[config.mk]
export PLATFORM = sky130hd
export DESIGN_NAME = glb_tile_pcfg_dma
export DESIGN_NICKNAME = d
export VERILOG_FILES = /design/src/rtl/glb_tile_pcfg_dma.sv
export SDC_FILE = /design/constraint.sdc
export NUM_CORES = 1
export LEC_CHECK = 0
export BUFFER_PORTS_ARGS = -buffer_cell sky130_fd_sc_hd__buf_2
export CORE_MARGIN = 3
export CORE_UTILIZATION = 52
export DETAILED_ROUTE_END_ITERATION = 7
export GPL_TIMING_DRIVEN = 0
export HOLD_SLACK_MARGIN = 0.02
export PLACE_DENSITY = 0.81
export REMOVE_ABC_BUFFERS = 1
export SLEW_MARGIN = 20
export SYNTH_ARGS = -nofsm -noshare
export SYNTH_HDL_FRONTEND = slang
export SYNTH_SLANG_ARGS = --single-unit
[constraint.sdc]
create_clock -name clk -period 4.25 [get_ports clk]
set_input_delay 0.2125 -clock clk [delete_from_list [all_inputs] [get_ports clk]]
set_output_delay 0.2125 -clock clk [all_outputs]
set_load 0.005 [all_outputs]
[src/rtl/glb_tile_pcfg_dma.sv]
// rtl/glb_tile_pcfg_dma.sv - Bank-to-CGRA config-packet DMA; optional PCFG_DMA_PERF_CNT_EN adds pc_cycle_cnt
module glb_tile_pcfg_dma #(
    parameter int ADDR_WIDTH     = 22,
    parameter int NUM_CFG_WIDTH  = 20,
    parameter int RD_LATENCY     = 2,
    parameter int CFG_ADDR_WIDTH = 32,
    parameter int CFG_DATA_WIDTH = 32
) (
    input  logic                      clk,
    input  logic                      reset,
    input  logic [ADDR_WIDTH-1:0]     cfg_pc_start_addr,
    input  logic [NUM_CFG_WIDTH-1:0]  cfg_pc_num_cfg,
    input  logic                      pc_start_pulse,
    output logic                      pc_busy,
    output logic                      pc_done_pulse,
    output logic                      bank_rd_en,
    output logic [ADDR_WIDTH-1:0]     bank_rd_addr,
    input  logic [63:0]               bank_rd_data,
    input  logic                      bank_rd_data_valid,
    output logic                      cgra_cfg_c2sw_wr_en,
    output logic                      cgra_cfg_c2sw_rd_en,
    output logic [CFG_ADDR_WIDTH-1:0] cgra_cfg_c2sw_addr,
    output logic [CFG_DATA_WIDTH-1:0] cgra_cfg_c2sw_data
`ifdef PCFG_DMA_PERF_CNT_EN
    ,
    output logic [31:0]               pc_cycle_cnt
`endif
);

    typedef enum logic [1:0] {
        ST_IDLE  = 2'd0,
        ST_REQ   = 2'd1,
        ST_DRAIN = 2'd2,
        ST_DONE  = 2'd3
    } state_t;

    // The bank read return is expected a fixed 1..4 cycles after the request.
    if (RD_LATENCY < 1 || RD_LATENCY > 4) begin : g_bad_rd_latency
        $error("glb_tile_pcfg_dma: RD_LATENCY must be in 1..4");
    end

    state_t                   state_q;
    state_t                   state_d;
    logic [NUM_CFG_WIDTH-1:0] num_q;
    logic [NUM_CFG_WIDTH-1:0] req_cnt_q;
    logic [NUM_CFG_WIDTH-1:0] rcv_cnt_q;
    logic [NUM_CFG_WIDTH-1:0] last_idx;
    logic [ADDR_WIDTH-1:0]    rd_addr_q;
    logic                     start_accept;
    logic                     rd_accept;

    assign last_idx     = num_q - NUM_CFG_WIDTH'(1);
    assign start_accept = (state_q == ST_IDLE) && pc_start_pulse && (cfg_pc_num_cfg != '0);
    // Returns are only meaningful while a transfer is live; stray data in IDLE/DONE is dropped.
    assign rd_accept    = bank_rd_data_valid && ((state_q == ST_REQ) || (state_q == ST_DRAIN));

    assign pc_busy             = (state_q != ST_IDLE);
    assign bank_rd_en          = (state_q == ST_REQ);
    assign bank_rd_addr        = bank_rd_en ? rd_addr_q : '0;
    assign cgra_cfg_c2sw_rd_en = 1'b0;

    // State register.
    always_ff @(posedge clk) begin
        if (reset) begin
            state_q <= ST_IDLE;
        end else begin
            state_q <= state_d;
        end
    end

    // Next-state logic: issue all reads, wait for all returns, then one DONE cycle.
    always_comb begin
        state_d = state_q;
        case (state_q)
            ST_IDLE: begin
                if (pc_start_pulse) begin
                    state_d = (cfg_pc_num_cfg == '0) ? ST_DONE : ST_REQ;
                end
            end
            ST_REQ: begin
                if (req_cnt_q == last_idx) begin
                    state_d = ST_DRAIN;
                end
            end
            ST_DRAIN: begin
                if (bank_rd_data_valid && (rcv_cnt_q == last_idx)) begin
                    state_d = ST_DONE;
                end
            end
            ST_DONE: begin
                state_d = ST_IDLE;
            end
            default: begin
                state_d = ST_IDLE;
            end
        endcase
    end

    // Latch the job on an accepted start, then advance request address and counters.
    always_ff @(posedge clk) begin
        if (reset) begin
            num_q     <= '0;
            rd_addr_q <= '0;
            req_cnt_q <= '0;
            rcv_cnt_q <= '0;
        end else if (start_accept) begin
            num_q     <= cfg_pc_num_cfg;
            rd_addr_q <= cfg_pc_start_addr;
            req_cnt_q <= '0;
            rcv_cnt_q <= '0;
        end else begin
            if (state_q == ST_REQ) begin
                rd_addr_q <= rd_addr_q + ADDR_WIDTH'(8);
                req_cnt_q <= req_cnt_q + NUM_CFG_WIDTH'(1);
            end
            if (rd_accept) begin
                rcv_cnt_q <= rcv_cnt_q + NUM_CFG_WIDTH'(1);
            end
        end
    end

    // Register one config packet per accepted return word; bus is zero between packets.
    always_ff @(posedge clk) begin
        if (reset) begin
            cgra_cfg_c2sw_wr_en <= 1'b0;
            cgra_cfg_c2sw_addr  <= '0;
            cgra_cfg_c2sw_data  <= '0;
        end else begin
            cgra_cfg_c2sw_wr_en <= rd_accept;
            cgra_cfg_c2sw_addr  <= rd_accept ? CFG_ADDR_WIDTH'(bank_rd_data[63:32]) : '0;
            cgra_cfg_c2sw_data  <= rd_accept ? CFG_DATA_WIDTH'(bank_rd_data[31:0]) : '0;
        end
    end

    // Done pulse follows the single DONE cycle, so a zero-length job reports at start+2.
    always_ff @(posedge clk) begin
        if (reset) begin
            pc_done_pulse <= 1'b0;
        end else begin
            pc_done_pulse <= (state_q == ST_DONE);
        end
    end

`ifdef PCFG_DMA_PERF_CNT_EN
    // Job duration: clears on start, counts busy cycles plus the done-pulse cycle, saturates.
    always_ff @(posedge clk) begin
        if (reset) begin
            pc_cycle_cnt <= '0;
        end else if ((state_q == ST_IDLE) && pc_start_pulse) begin
            pc_cycle_cnt <= '0;
        end else if ((pc_busy || pc_done_pulse) && (pc_cycle_cnt != '1)) begin
            pc_cycle_cnt <= pc_cycle_cnt + 32'd1;
        end
    end
`endif

endmodule
==> impl_metrics.csv, run 1 <==
group,metric,value,unit
outcome,status,"complete, no violations",
global_route,antenna_found_initial,1,
cells_and_area,fillCellCount,898,
power_and_ir_drop,powerDensity,535,nW/µm²
floorplanning,core,12800,µm²
setup_path,endpoint_kind,"register",
detailed_routing,wirelength,22.5,mm
global_route,first_global_vias,6733,
detailed_routing,wl_met1,8.77,mm
sta,final-hold-violation-count,0,
floorplanning,die_w,122,µm
cells_and_area,fin_cells,1226,
sta,drv_slew,0,
detailed_routing,drcViolationCount,0,
cells_and_area,nets,1159,
setup_path,timing.rr.end,"state_q[0]$_SDFFE_PP0P_",
synth,async_reset_ff_share,0,%
synth,synth_top_cell_by_area,"dfxtp_1",
sta,tightest_slew,0.969,ns
detailed_routing,drtPass1Iterations,4,
setup_path,worstReg2RegStart,"num_q[0]$_SDFFE_PP0P_",
clock_tree,cts_hold_buf,77,
sta,finalClockSkew,0.0159,ns
synth,synthTopCellsByArea,"dfxtp_1, and2_1, xnor2_1, xor2_1, nor2_1",
floorplanning,start_util,54.2,%
flow_run,max-cap-violations,0,
synth,synth_seq_cells,150,
clock_tree,cts_resized,0,
global_route,track_usage,30.7,%
synth,netlist-cell-type-count,61,
setup_path,critPathArrivalTime,4.04,ns
setup_path,critical_path_class,"reg -> reg",
cells_and_area,regArea,3000,µm²
placement,place_inst,1116,
sta,finalSetupViolations,0,
synth,synth_edf_count,0,
global_route,grt_max_degree,63,
sta,holdWs,0.0387,ns
worst_hold_path,hold_class,"in -> reg",
worst_hold_path,whs_endpoint,"num_q[8]$_SDFFE_PP0P_",
setup_path,crit_fanout,12,
cells_and_area,area_growth,35.5,%
detailed_routing,wl_met2,11.2,mm
worst_hold_path,min_from,"cfg_pc_num_cfg[8]",
clock_tree,h-tree-depth,4,
power_and_ir_drop,p_total,5.04,mW
clock_tree,postCtsSetupBuffers,0,
power_and_ir_drop,irDropWorstVdd,0.000350,V
synth,yosys_warnings,0,
power_and_ir_drop,power_leakage,4.05,nW
global_route,grt_overflow,0,
clock_tree,clk_latency,0.44,ns
detailed_routing,avgViaCountPerCell,5.48,
placement,dp_hpwl,13.4,mm
setup_path,start_kind,"register",
detailed_routing,wl_per_cell,18.4,µm
setup_path,rr_worst_depth,10,
worst_hold_path,whs_path_depth,3,
floorplanning,row_count,41,
sta,tns,0,ns
setup_path,crit_required,4.58,ns
synth,synth_area_per_cell,8.72,µm²
placement,gp_congestion,0.921,
cells_and_area,final_util,73.5,%
floorplanning,die_area,14800,µm²
floorplanning,die_h,122,µm
clock_tree,cts_buffers,17,
synth,syn_area,6960,µm²
placement,io_buffers,199,
clock_tree,clock_sinks,150,
detailed_routing,final_antenna_net_count,0,
sta,period_share,87.3,%
clock_tree,cts_tree,"done",
clock_tree,clockRootBuffer,"clkbuf_16",
sta,min_period,3.71,ns
setup_path,reg2reg_slack,0.54,ns
floorplanning,io_pins,201,
detailed_routing,routed.top_layer,"met4",
synth,syn_inst,798,
detailed_routing,drtIter0Drc,559,
sta,relSlewSlack,35.4,%
clock_tree,clock_path_buffers,2,
cells_and_area,multiInputGateArea,3690,µm²
detailed_routing,vias,6717,
global_route,grt_pass1_wl,35.3,mm
synth,synthFlopType,"dfxtp_1",
sta,rsz0062_at_grt,"no",
clock_tree,clkSlewWorstSetupHoldPaths,0.06,ns
detailed_routing,dr_wl_met3,1.57,mm
cells_and_area,drive_above_1_share,23.6,%
synth,synth.yosys.seq_area_share,43.2,%
sta,clock.fmax,0.270,GHz
synth,synth.top_cell.area_share,43.2,%
worst max-delay path by stage:
stage | startpoint | depth (start not counted) | slack, ns | to
global placement | cfg_pc_num_cfg[6] | 7 | -0.50 | rcv_cnt_q[1]$_SDFFE_PP0P_
global route | num_q[0]$_SDFFE_PP0P_ | 10 | 0.37 | state_q[0]$_SDFFE_PP0P_
floorplan | num_q[0]$_SDFFE_PP0P_ | 10 | 0.89 | state_q[0]$_SDFFE_PP0P_
finish | num_q[0]$_SDFFE_PP0P_ | 10 | 0.54 | state_q[0]$_SDFFE_PP0P_
detailed placement | num_q[0]$_SDFFE_PP0P_ | 10 | 0.58 | state_q[0]$_SDFFE_PP0P_
CTS | num_q[0]$_SDFFE_PP0P_ | 10 | 0.57 | state_q[0]$_SDFFE_PP0P_
where the power goes:
group          switching (mW)  leakage, nW  internal [mW]
sequential              0.206         1.22           1.59
combinational           0.870         2.51          0.682
clock                   0.680        0.320           1.01
total                    1.76         4.05           3.28
Yosys cell counts, types with 10 or more instances:
| master | n |
|---|---|
| dfxtp_1 | 150 |
| and2_1 | 91 |
| nor2_1 | 88 |
| nand2_1 | 84 |
| xnor2_1 | 50 |
| xor2_1 | 46 |
| clkbuf_1 | 42 |
| a21oi_1 | 31 |
| nand3_1 | 22 |
| nand4_1 | 22 |
| a211oi_1 | 17 |
| nor3_1 | 15 |
| and3_1 | 12 |
| inv_1 | 12 |
| o21ai_0 | 10 |
area by class of cell:
cell class	instances	area share, %
Antenna cell	1	0.0265
Clock buffer	17	4.51
Clock inverter	15	2.44
Inverter	12	0.478
Multi-Input combinational cell	581	39.2
Sequential cell	150	31.9
Tap cell	172	2.28
Timing Repair Buffer	278	19.2
worst max-delay path, stage by stage (launching register included):
cell	delay (ns)
dfxtp_1	0.41
inv_1	0.10
ha_1	0.21
nor3b_2	0.67
and3_1	0.44
a31oi_1	0.13
a2111o_1	0.35
or4_1	0.42
nor4_2	0.47
o21ai_2	0.12
a221oi_2	0.28
kinds of logic (layout without fill, tap and decap cells):
| family | Yosys count | count (layout) | synth area share, % |
|---|---|---|---|
| adders and majority gates | 10 | 10 | 1.76 |
| other | 1 | 2 | 0.0539 |
| and+or+nand+nor | 375 | 375 | 27.6 |
| xor gates and xnor gates | 100 | 100 | 13.4 |
| muxes | 3 | 3 | 0.432 |
| AOI/OAI and AO/OA | 92 | 92 | 9.34 |
| DFF | 150 | 150 | 43.2 |
| buffers and inverters | 67 | 322 | 4.19 |
per-layer routing:
metal  vias to the layer above  GRT usage (%)
li1                       3171              -
met3                        68           9.42
met5                         -              0
met1                      3186           35.4
met2                       292           51.7
met4                         0           15.2
registers in the layout, indices dropped and copies added, names as in the netlist:
| signal | count |
|---|---|
| req_cnt_q | 20 |
| cgra_cfg_c2sw_data | 32 |
| state_q | 2 |
| rd_addr_q | 22 |
| rcv_cnt_q | 20 |
| num_q | 20 |
| cgra_cfg_c2sw_addr | 32 |
| pc_done_pulse | 1 |
| cgra_cfg_c2sw_wr_en | 1 |
layout by cell type (no fill, tap or decap), types with 21 or more instances in the layout:
cell / netlist / layout
xor2_1: 46 / 46
and2_1: 91 / 91
dlygate4sd3_1: 0 / 77
nand2_1: 84 / 84
buf_2: 5 / 199
xnor2_1: 50 / 50
nand4_1: 22 / 22
nand3_1: 22 / 21
a21oi_1: 31 / 31
dfxtp_1: 150 / 150
nor2_1: 88 / 87
through the flow:
stage,cell area [µm²],setup WS (ns)
after floorplan,6710,0.888
after global placement,7920,-0.499
after detailed placement,8000,0.575
after CTS,9420,0.571
after global routing,9430,0.371
final,9430,0.541
No activity file was read; power rests on OpenSTA's default activity.
==> run 2: changes to the inputs <==
Settings changed: BUFFER_PORTS_ARGS -buffer_cell sky130_fd_sc_hd__buf_2 to -buffer_cell sky130_fd_sc_hd__buf_4.
==> run 2 against run 1 <==
  * Combinational power is 5% higher
  * Non-clock buffer count is 14 lower
  * Critical endpoint unchanged
  * Sequential cell count stayed put
==> impl_metrics.csv, run 2 (synthesized netlist as in run 1, its figures left out) <==
group,metric,value,unit
detailed_routing,wl_per_cell,18.3,µm
global_route,antenna_found_initial,0,
sta,tightest_slew,1.04,ns
floorplanning,die_w,122,µm
clock_tree,clock_sinks,150,
sta,drv_slew,0,
sta,min_period,3.65,ns
cells_and_area,final_common_cell,"buf_4",
clock_tree,postCtsSetupBuffers,0,
power_and_ir_drop,p_total,4.95,mW
floorplanning,core,12800,µm²
clock_tree,clkSlewWorstSetupHoldPaths,0.06,ns
floorplanning,start_util,54.2,%
setup_path,endpoint_kind,"register",
outcome,status,"complete, no violations",
cells_and_area,nets,1145,
floorplanning,io_pins,201,
detailed_routing,avgViaCountPerCell,5.42,
sta,clock.fmax,0.274,GHz
power_and_ir_drop,powerDensity,509,nW/µm²
cells_and_area,reg.largest.list,"cgra_cfg_c2sw_addr (32), cgra_cfg_c2sw_data (32), rd_addr_q (22)",
floorplanning,row_count,41,
sta,period_share,85.8,%
placement,io_buffers,199,
sta,relSlewSlack,30.9,%
cells_and_area,mostFrequentLayoutCells,"buf_4, dfxtp_1, and2_1",
worst_hold_path,min_from,"cfg_pc_num_cfg[0]",
global_route,grt_pass1_wl,34.4,mm
cells_and_area,final_util,75.8,%
floorplanning,die_h,122,µm
floorplanning,die_area,14800,µm²
cells_and_area,area_growth,39.8,%
setup_path,critical_path_class,"reg -> reg",
detailed_routing,final_antenna_net_count,0,
clock_tree,cts_resized,0,
setup_path,critPathArrivalTime,3.98,ns
global_route,grt_overflow,0,
clock_tree,h-tree-depth,4,
cells_and_area,num_antenna_cells,0,
setup_path,crit_fanout,12,
sta,final-hold-violation-count,0,
sta,finalSetupViolations,0,
flow_run,max-cap-violations,0,
power_and_ir_drop,power_leakage,4.05,nW
detailed_routing,drtPass1Iterations,5,
sta,tns,0,ns
placement,dp_hpwl,13.7,mm
detailed_routing,wirelength,22.2,mm
clock_tree,clock_path_buffers,2,
setup_path,start_kind,"register",
setup_path,crit_required,4.58,ns
setup_path,crit_start,"num_q[0]$_SDFFE_PP0P_",
global_route,track_usage,29.8,%
cells_and_area,fillCellCount,848,
global_route,grt_max_degree,63,
clock_tree,clk_latency,0.42,ns
sta,finalClockSkew,0.00962,ns
clock_tree,cts_buffers,17,
setup_path,worstReg2RegStart,"num_q[0]$_SDFFE_PP0P_",
sta,rsz0062_at_grt,"no",
clock_tree,cts_tree,"done",
detailed_routing,vias,6559,
cells_and_area,regArea,3000,µm²
detailed_routing,drtIter0Drc,392,
detailed_routing,drcViolationCount,0,
worst_hold_path,hold_class,"in -> reg",
power_and_ir_drop,irDropWorstVdd,0.000345,V
clock_tree,clockRootBuffer,"clkbuf_16",
cells_and_area,drive_above_1_share,23.7,%
cells_and_area,multiInputGateArea,3690,µm²
global_route,first_global_vias,6705,
placement,gp_congestion,0.910,
[run 2: per-stage QoR]
step	area [µm²]	cells	hold slack [ns]	setup slack, ns
floorplan	6710	743	0.279	0.888
global placement	8420	1114	0.413	-0.468
detailed placement	8500	1116	0.417	0.676
CTS	9720	1211	0.0234	0.659
global route	9720	1211	0.0278	0.347
finish	9720	1211	0.0485	0.601
[run 2: per-layer routing]
metal | vias up | track usage (%) | routed length (µm)
li1 | 3135 | - | -
met1 | 3096 | 33.4 | 8440
met2 | 273 | 52.1 | 11200
met3 | 55 | 8.26 | 1560
met4 | 0 | 14.6 | 969
met5 | - | 0 | 0
[run 2: cell type report]
cell class / count / share of cell area, %
Clock buffer: 20 / 4.59
Clock inverter: 12 / 1.45
Inverter: 12 / 0.463
Multi-Input combinational cell: 581 / 38.0
Sequential cell: 150 / 30.9
Tap cell: 172 / 2.21
Timing Repair Buffer: 264 / 22.4
[run 2: worst max-delay path: stages, from the launching register on]
cell and delay [ns]:
dfxtp_1 0.41, inv_1 0.10, ha_1 0.20, nor3b_2 0.67
and3_1 0.46, a31oi_1 0.13, a2111o_1 0.35, or4_1 0.42
nor4_2 0.43, o21ai_2 0.12, a221oi_2 0.28
[run 2: report_power, final]
| group | internal [mW] | switching [mW] |
|---|---|---|
| sequential | 1.59 | 0.203 |
| clock | 0.892 | 0.633 |
| combinational | 0.763 | 0.866 |
| total | 3.24 | 1.70 |
[run 2: repair_timing]
action / 4_1_cts / 5_1_grt
hold endpoints to repair: 63 / 0
hold buffers: 63 / 0
endpoints found under the setup margin: 0 / 0
[run 2: final timing paths]
check	to	slack, ns	cells after the start
worst max-delay path	state_q[0]$_SDFFE_PP0P_	0.60	10
worst min-delay path	num_q[0]$_SDFFE_PP0P_	0.05	3
worst max register to register	state_q[0]$_SDFFE_PP0P_	0.60	10
worst min register to register	rd_addr_q[2]$_SDFFE_PP0P_	0.48	2
